<file path="src/rtl/sim_uart_xcvr.sv">
// 8N1 UART transceiver, 16x oversampled timing from a run-time divisor.
// Host-side parallel byte interface; TX and RX run fully independently.
module sim_uart_xcvr #(
    parameter int unsigned DIV_W = 16,
    parameter int unsigned SYNC  = 2
) (
    input  logic             clk_i,
    input  logic             rst_i,
    input  logic [DIV_W-1:0] divisor_i,
    input  logic             uart_rx_i,
    output logic             uart_tx_o,
    input  logic [7:0]       tx_data_i,
    input  logic             tx_write_i,
    output logic             tx_busy_o,
    output logic             tx_done_o,
    output logic [7:0]       rx_data_o,
    output logic             rx_done_o,
    output logic             rx_frame_err_o
);

    localparam int unsigned CNT_W = DIV_W + 4;

    typedef enum logic [1:0] {TX_IDLE, TX_START, TX_DATA, TX_STOP} tx_state_t;
    typedef enum logic [2:0] {RX_IDLE, RX_START, RX_DATA, RX_STOP, RX_WAIT_HI} rx_state_t;

    // Bit period = 16*D clocks, with a zero divisor treated as 1
    logic [DIV_W-1:0] div_eff_c;
    logic [CNT_W-1:0] bit_len_c;
    assign div_eff_c = (divisor_i == '0) ? DIV_W'(1) : divisor_i;
    assign bit_len_c = {div_eff_c, 4'b0000};

    tx_state_t        tx_state_q;
    logic [CNT_W-1:0] tx_cnt_q;
    logic [CNT_W-1:0] tx_len_q;
    logic [7:0]       tx_shift_q;
    logic [2:0]       tx_bit_q;
    logic             uart_tx_q;
    logic             tx_busy_q;
    logic             tx_done_q;

    // START runs one extra cycle so the line drops the cycle after acceptance
    always_ff @(posedge clk_i or negedge rst_i) begin
        if (!rst_i) begin
            tx_state_q <= TX_IDLE;
            tx_cnt_q   <= '0;
            tx_len_q   <= '0;
            tx_shift_q <= '0;
            tx_bit_q   <= '0;
            uart_tx_q  <= 1'b1;
            tx_busy_q  <= 1'b0;
            tx_done_q  <= 1'b0;
        end else begin
            tx_done_q <= 1'b0;
            case (tx_state_q)
                TX_IDLE: begin
                    if (tx_write_i && !tx_busy_q) begin
                        tx_shift_q <= tx_data_i;
                        tx_len_q   <= bit_len_c;
                        tx_cnt_q   <= '0;
                        tx_bit_q   <= '0;
                        tx_busy_q  <= 1'b1;
                        tx_state_q <= TX_START;
                    end
                end
                TX_START: begin
                    uart_tx_q <= 1'b0;
                    if (tx_cnt_q == tx_len_q) begin
                        tx_cnt_q   <= '0;
                        uart_tx_q  <= tx_shift_q[0];
                        tx_state_q <= TX_DATA;
                    end else begin
                        tx_cnt_q <= tx_cnt_q + CNT_W'(1);
                    end
                end
                TX_DATA: begin
                    if (tx_cnt_q == tx_len_q - CNT_W'(1)) begin
                        tx_cnt_q <= '0;
                        if (tx_bit_q == 3'd7) begin
                            uart_tx_q  <= 1'b1;
                            tx_state_q <= TX_STOP;
                        end else begin
                            tx_bit_q   <= tx_bit_q + 3'd1;
                            tx_shift_q <= {1'b0, tx_shift_q[7:1]};
                            uart_tx_q  <= tx_shift_q[1];
                        end
                    end else begin
                        tx_cnt_q <= tx_cnt_q + CNT_W'(1);
                    end
                end
                TX_STOP: begin
                    if (tx_cnt_q == tx_len_q - CNT_W'(1)) begin
                        tx_cnt_q   <= '0;
                        tx_busy_q  <= 1'b0;
                        tx_done_q  <= 1'b1;
                        tx_state_q <= TX_IDLE;
                    end else begin
                        tx_cnt_q <= tx_cnt_q + CNT_W'(1);
                    end
                end
                default: tx_state_q <= TX_IDLE;
            endcase
        end
    end

    logic [SYNC-1:0] rx_sync_q;
    logic            rx_s;

    always_ff @(posedge clk_i or negedge rst_i) begin
        if (!rst_i) rx_sync_q <= '1;
        else        rx_sync_q <= {rx_sync_q[SYNC-2:0], uart_rx_i};
    end
    assign rx_s = rx_sync_q[SYNC-1];

    rx_state_t        rx_state_q;
    logic [CNT_W-1:0] rx_cnt_q;
    logic [CNT_W-1:0] rx_len_q;
    logic [7:0]       rx_shift_q;
    logic [2:0]       rx_bit_q;
    logic             rx_prev_q;
    logic [7:0]       rx_data_q;
    logic             rx_done_q;
    logic             rx_err_q;

    // Mid-bit sampling: first sample at half a bit, then every full bit
    always_ff @(posedge clk_i or negedge rst_i) begin
        if (!rst_i) begin
            rx_state_q <= RX_IDLE;
            rx_cnt_q   <= '0;
            rx_len_q   <= '0;
            rx_shift_q <= '0;
            rx_bit_q   <= '0;
            rx_prev_q  <= 1'b1;
            rx_data_q  <= '0;
            rx_done_q  <= 1'b0;
            rx_err_q   <= 1'b0;
        end else begin
            rx_prev_q <= rx_s;
            rx_done_q <= 1'b0;
            rx_err_q  <= 1'b0;
            case (rx_state_q)
                RX_IDLE: begin
                    if (rx_prev_q && !rx_s) begin
                        rx_cnt_q   <= '0;
                        rx_len_q   <= bit_len_c;
                        rx_state_q <= RX_START;
                    end
                end
                RX_START: begin
                    if (rx_cnt_q == (rx_len_q >> 1) - CNT_W'(1)) begin
                        rx_cnt_q   <= '0;
                        rx_bit_q   <= '0;
                        rx_state_q <= rx_s ? RX_IDLE : RX_DATA;
                    end else begin
                        rx_cnt_q <= rx_cnt_q + CNT_W'(1);
                    end
                end
                RX_DATA: begin
                    if (rx_cnt_q == rx_len_q - CNT_W'(1)) begin
                        rx_cnt_q   <= '0;
                        rx_shift_q <= {rx_s, rx_shift_q[7:1]};
                        if (rx_bit_q == 3'd7) rx_state_q <= RX_STOP;
                        else                  rx_bit_q   <= rx_bit_q + 3'd1;
                    end else begin
                        rx_cnt_q <= rx_cnt_q + CNT_W'(1);
                    end
                end
                RX_STOP: begin
                    if (rx_cnt_q == rx_len_q - CNT_W'(1)) begin
                        rx_cnt_q <= '0;
                        if (rx_s) begin
                            rx_data_q  <= rx_shift_q;
                            rx_done_q  <= 1'b1;
                            rx_state_q <= RX_IDLE;
                        end else begin
                            rx_err_q   <= 1'b1;
                            rx_state_q <= RX_WAIT_HI;
                        end
                    end else begin
                        rx_cnt_q <= rx_cnt_q + CNT_W'(1);
                    end
                end
                RX_WAIT_HI: begin
                    if (rx_s) rx_state_q <= RX_IDLE;
                end
                default: rx_state_q <= RX_IDLE;
            endcase
        end
    end

    assign uart_tx_o      = uart_tx_q;
    assign tx_busy_o      = tx_busy_q;
    assign tx_done_o      = tx_done_q;
    assign rx_data_o      = rx_data_q;
    assign rx_done_o      = rx_done_q;
    assign rx_frame_err_o = rx_err_q;

endmodule

</file>
<file path="config.mk">
export PLATFORM = sky130hd
export DESIGN_NAME = sim_uart_xcvr
export DESIGN_NICKNAME = d
export VERILOG_FILES = /design/src/rtl/sim_uart_xcvr.sv
export SDC_FILE = /design/constraint.sdc
export NUM_CORES = 1
export LEC_CHECK = 0
export CORE_MARGIN = 2
export CORE_UTILIZATION = 65
export CTS_BUF_LIST = sky130_fd_sc_hd__clkbuf_8
export CTS_CLUSTER_SIZE = 30
export DETAILED_ROUTE_END_ITERATION = 10
export GPL_ROUTABILITY_DRIVEN = 0
export PLACE_DENSITY = 0.86
export SYNTH_ARGS = -nofsm -noshare
export SYNTH_HDL_FRONTEND = slang
export SYNTH_SLANG_ARGS = --single-unit
</file>
<file path="constraint.sdc">
create_clock -name clk_i -period 10.55 [get_ports clk_i]
set_input_delay 2.6375 -clock clk_i [delete_from_list [all_inputs] [get_ports clk_i]]
set_output_delay 2.6375 -clock clk_i [all_outputs]
set_load 0.01 [all_outputs]
</file>
=== Word level (Yosys, flattened, before mapping) ===
Index checks and enable logic that the tools add are counted.

* Add/subtract/negate cells: 7
* Eq/ne operators: 26
* Multiplexer cells: 51
* Reductions and logical operators: 25

{| class="wikitable"
|+ Operator list
! cell !! number
|-
| two-way mux 20 bit || 6
|-
| case mux 20 bit (3 select lines) || 2
|-
| == test 20 bit || 4
|-
| adder 20 x 1 -> 20 bit, second input constant || 2
|-
| subtractor 20 x 1 -> 20 bit, second input constant || 2
|-
| two-way mux 3 bit || 13
|-
| inequality test 2 bit, second input constant || 13
|-
| two-way mux 8 bit || 3
|-
| subtractor 19 x 1 -> 20 bit, second input constant || 1
|-
| logical NOT 16 bit || 1
|-
| two-way mux 16 bit || 1
|-
| case mux 8 bit (2 select lines) || 1
|-
| case mux 3 bit (5 select lines) || 1
|-
| two-way mux 1 bit || 13
|-
| two-way mux 2 bit || 6
|-
| case mux 3 bit (2 select lines) || 2
|-
| AND reduction 2 bit || 5
|-
| == test 3 bit, second input constant || 3
|-
| case mux 2 bit (4 select lines) || 1
|-
| AND reduction 4 bit || 2
|-
| nonzero test 2 bit || 4
|-
| adder 3 x 1 -> 3 bit, second input constant || 2
|-
| == test 3 x 2 -> 1 bit, second input constant || 2
|-
| AND reduction 3 bit || 2
|-
| other kinds (12) || 17
|}

* Register bits after elaboration: 115
* Input bits: 28
* Output and inout bits: 13
* Word-level logic and storage cells: 127

=== Depth between registers and ports, before layout ===
* Depth after elaboration: 4
* Gate-level depth with buffers: 14
* Mapped depth without buffers: 10

=== Least setup slack after synthesis ===
OpenSTA, ideal clock, no wires.

* Kind: input to register
* From: input tx_write_i
* To: register tx_shift_q[0]
* Setup time: 125 ps
* Arrival time: 3699 ps
* Required time: 10425 ps
* Setup slack: 6726 ps
* Stages on the path: 6
* Path buffers: 2
* Path through: nand2_1 > nand2_1 > clkbuf_1 > o21ai_0 > clkbuf_1 > mux2_2

* Longest elaborated chain between the ends: 3

{| class="wikitable"
|+ Ends and longest elaborated chain
! element !! RTL line !! source
|-
| start, declared || 13 || <nowiki>input logic tx_write_i,</nowiki>
|-
| logical AND 1 bit || 56 || <nowiki>if (tx_write_i && !tx_busy_q) begin</nowiki>
|-
| inequality test 2 bit (no line) || -- ||
|-
| AND reduction 4 bit (no line) || -- ||
|-
| end signal, assigned || 57 || <nowiki>tx_shift_q <= tx_data_i;</nowiki>
|-
| end signal, assigned || 83 || <nowiki>tx_shift_q <= {1'b0, tx_shift_q[7:1]};</nowiki>
|-
| end, declared || 35 || <nowiki>logic [7:0] tx_shift_q;</nowiki>
|}

No other way between the ends.
A chain may end at the register's enable or synchronous reset.

=== Worst setup path in the final report ===
* From: register tx_len_q[4]
* To: register tx_shift_q[0]

* Longest elaborated chain between the ends: 4

{| class="wikitable"
|+ Ends and longest elaborated chain
! element !! RTL line !! source
|-
| start, declared || 34 || <nowiki>logic [CNT_W-1:0] tx_len_q;</nowiki>
|-
| start signal, assigned || 58 || <nowiki>tx_len_q <= bit_len_c;</nowiki>
|-
| subtractor 20 x 1 -> 20 bit || 76 || <nowiki>if (tx_cnt_q == tx_len_q - CNT_W'(1)) begin</nowiki>
|-
| == test 20 bit || 76 ||
|-
| inequality test 2 bit (no line) || -- ||
|-
| AND reduction 4 bit (no line) || -- ||
|}

No other way between the ends.

==> metrics.cfg <==
[global_routing]
grt_max_degree=68
gr-total-overflow=0
grt_usage_pct=30.4
antenna_found_initial=0
grt_pass1_wl_um=30500
grt_pass1_vias=6244

[timing]
whs_ns=0.363
fmax_mhz=234
drv_slew=0
finalSetupViolations=0
worst_slack_ns=6.27
setup_tns_ns=0
tightestPinTransition_ns=1.25
final_hold_viol_count=0
fin_skew_ns=0.0108
relSlewSlack_pct=15.5
fin_crit_sh_pct=40.6
period_minus_slack_ns=4.28
rsz0062_at_grt=false

[cts]
clockRootBuffer=clkbuf_8
cts_hold_buf=0
htreeDepth=4
clock_path_buffers=2
clk_pin_slew_ns=0.07
cts_tree=built
post_cts_buffers=0
cts_resized=0
clock-sinks=115
cts_buffers=17
clk_latency_ns=0.45

[pwr]
internal-power_mw=0.782
power_density_nw_per_um2=134
pwr-share-comb_pct=15.9
irDropWorstVdd_mv=0.143
switching_power_mw=0.324
clkPwrFrac_pct=36.6
p_seq_share_pct=47.4
leakagePower_nw=3.57
swShare_pct=29.3

[route]
wl_per_cell_um=19.6
first_iter_violations=684
vias=6420
ant_nets=0
dr.pass1.iters=6
drt-total-wl_um=18400
viasPerCell=6.84
drc=0

[synth]
yosysWarnings=0
synthCells=770
synth-edff-count=0
ys_async_sr_fraction_pct=100
postSynthAreaPerCell_um2=9.77
synthFlopType=dfrtp_1
synth-seq-area-share_pct=38.3
syn-cell-area_um2=7520
synth.distinct_cells=79
syn-num-nets=811
synth.ff_latch_count=115

[layout]
utilization_pct=72.8
syn_to_final_growth_pct=10.1
diodes=0
nNetsFinal=825
drive_above_1_share_pct=14.9
fillerInstances=805

[die]
pin_count=41
rows=39
initial_core_util_pct=66.1
die_x_um=112
fp.dieH_um=112
die-area_um2=12400
fp.coreArea_um2=11400

[worst_setup_path]
cp.required_ns=10.89
arrival_ns=4.62
critPathTopFamily=simple AND/OR/NAND/NOR gates
cpPeakStageDelay_ns=1.01
critPathCaptureType=flip-flop
rrSetupSlack_ns=6.27
crit_buf_inv=1
critPathMaxFanout=11
crit_path_start_kind=flip-flop
crit_slowest_cell=o21ai_0
crit_type=reg2reg
path_cells=inv_1 > ha_1 > or4b_1 > and3b_1 > o2111a_1 > nor3_1 > nor4b_1 > o21ai_0 > mux2_2

[placed_design]
io_buffers=40
dp_slack_ns=5.97
dp_hpwl_um=13200

[run_status]
outcome=finished clean

[hold_path]
hp-class=reg2reg

[job]
drv_cap=0

metal layers:
layer | global-route usage [%] | share of wire [%] | vias to the layer above | wire [µm]
met4 | 11.4 | 2.4 | 0 | 443
li1 | - | - | 2906 | -
met5 | 0 | 0 | - | 0
met3 | 6.91 | 7.7 | 69 | 1420
met1 | 39.3 | 40 | 3085 | 7430
met2 | 50.4 | 49 | 360 | 9110
flip-flops by register name, summed over array words and instances (netlist names), 8 cells and up:
name and flops:
rx_data_o 8, rx_cnt_q 20, tx_len_q 16, tx_cnt_q 20
rx_shift_q 8, tx_shift_q 8, rx_len_q 16
synth_stat cells (7+ instances only):
cell / number / share of area [%]
nand2b_1: 12 / 1.0
clkbuf_1: 34 / 1.7
nand2_1: 57 / 2.8
dfrtp_1: 111 / 37
xor2_1: 31 / 3.6
o22ai_1: 8 / 0.67
nand4_1: 10 / 0.83
a22o_1: 11 / 1.3
xnor2_1: 25 / 2.9
and2_1: 14 / 1.2
nor3_1: 21 / 1.4
a21oi_1: 22 / 1.5
or3_1: 9 / 0.75
mux2_2: 64 / 9.6
inv_1: 18 / 0.90
o311ai_0: 7 / 0.82
nor2_1: 38 / 1.9
or4_1: 10 / 1.0
nand3_1: 23 / 1.5
nor4_1: 18 / 1.5
and4_1: 7 / 0.82
o22a_1: 8 / 0.93
nor2b_1: 16 / 1.3
and3_1: 21 / 1.7
xnor3_1: 7 / 2.1
o21ai_0: 29 / 1.9
ha_1: 13 / 2.2
logic make-up (layout without fill, tap and decap cells):
kind of cell             count (synthesis)  in the layout  share of synthesized area (%)
AO/OA/AOI/OAI                          163            163                           15.8
XOR/XNOR                                63             63                           8.62
adder cells (fa/ha/maj)                 13             13                           2.16
buffers and inverters                   64             90                           3.71
flip-flops                             115            115                           38.3
multiplexers                            67             67                           9.98
AND/OR/NAND/NOR                        285            285                           21.4
area by class of cell:
cell class,instances,area [µm²],share of cell area (%)
timing repair buffer,41,405,4.90
sequential,115,2880,34.8
tap,143,179,2.16
clock inverter,11,114,1.37
inverter,18,67.6,0.816
multi-input combinational,591,4360,52.6
clock buffer,20,275,3.32
worst reg2reg max path, cell delays in order, from the launching register on:
cell and delay (ns):
dfrtp_1 0.45, inv_1 0.09, ha_1 0.27, or4b_1 0.61, and3b_1 0.23, o2111a_1 0.23, nor3_1 0.68, nor4b_1 0.16
o21ai_0 1.01, mux2_2 0.43
per-stage QoR:
step / power, mW / std cells / area (µm²)
6_report: 1.11 / 939 / 8280
3_5_place_dp: 0.702 / 908 / 7890
2_1_floorplan: 0.650 / 770 / 7520
4_1_cts: 1.11 / 939 / 8280
5_1_grt: 1.15 / 939 / 8280
3_3_place_gp: 0.689 / 908 / 7890
worst paths after layout:
kind | from | to | cells past startpoint
max in group asynchronous | rst_i | tx_bit_q[2] | 2
setup reg to reg | tx_len_q[4] | tx_shift_q[0] | 9
hold reg to reg | rx_sync_q[0] | rx_sync_q[1] | 0
min in group asynchronous | rst_i | rx_cnt_q[15] | 1
hold / removal | rx_sync_q[0] | rx_sync_q[1] | 0
setup / recovery | tx_len_q[4] | tx_shift_q[0] | 9
power groups by stage:
stage	clock network (mW)	logic [mW]	registers (mW)
3_5_place_dp	0	0.172	0.530
4_1_cts	0.410	0.174	0.522
3_3_place_gp	0	0.163	0.526
6_report	0.405	0.176	0.525
5_1_grt	0.430	0.192	0.530
2_1_floorplan	0	0.159	0.490
placed cells by master (no fill, tap or decap), types with 10 or more instances in the layout:
cell type,instances
nand3_1,23
xor2_1,31
nor4_1,18
xnor2_1,25
nor2_1,38
inv_1,21
dfrtp_1,111
ha_1,13
nand2b_1,12
and3_1,21
a22o_1,11
or4_1,10
clkbuf_8,20
nor3_1,21
a21oi_1,22
nand2_1,57
nor2b_1,16
mux2_2,64
and2_1,14
clkdlybuf4s50_1,39
nand4_1,10
o21ai_0,29
No activity file was read; power rests on OpenSTA's default activity.
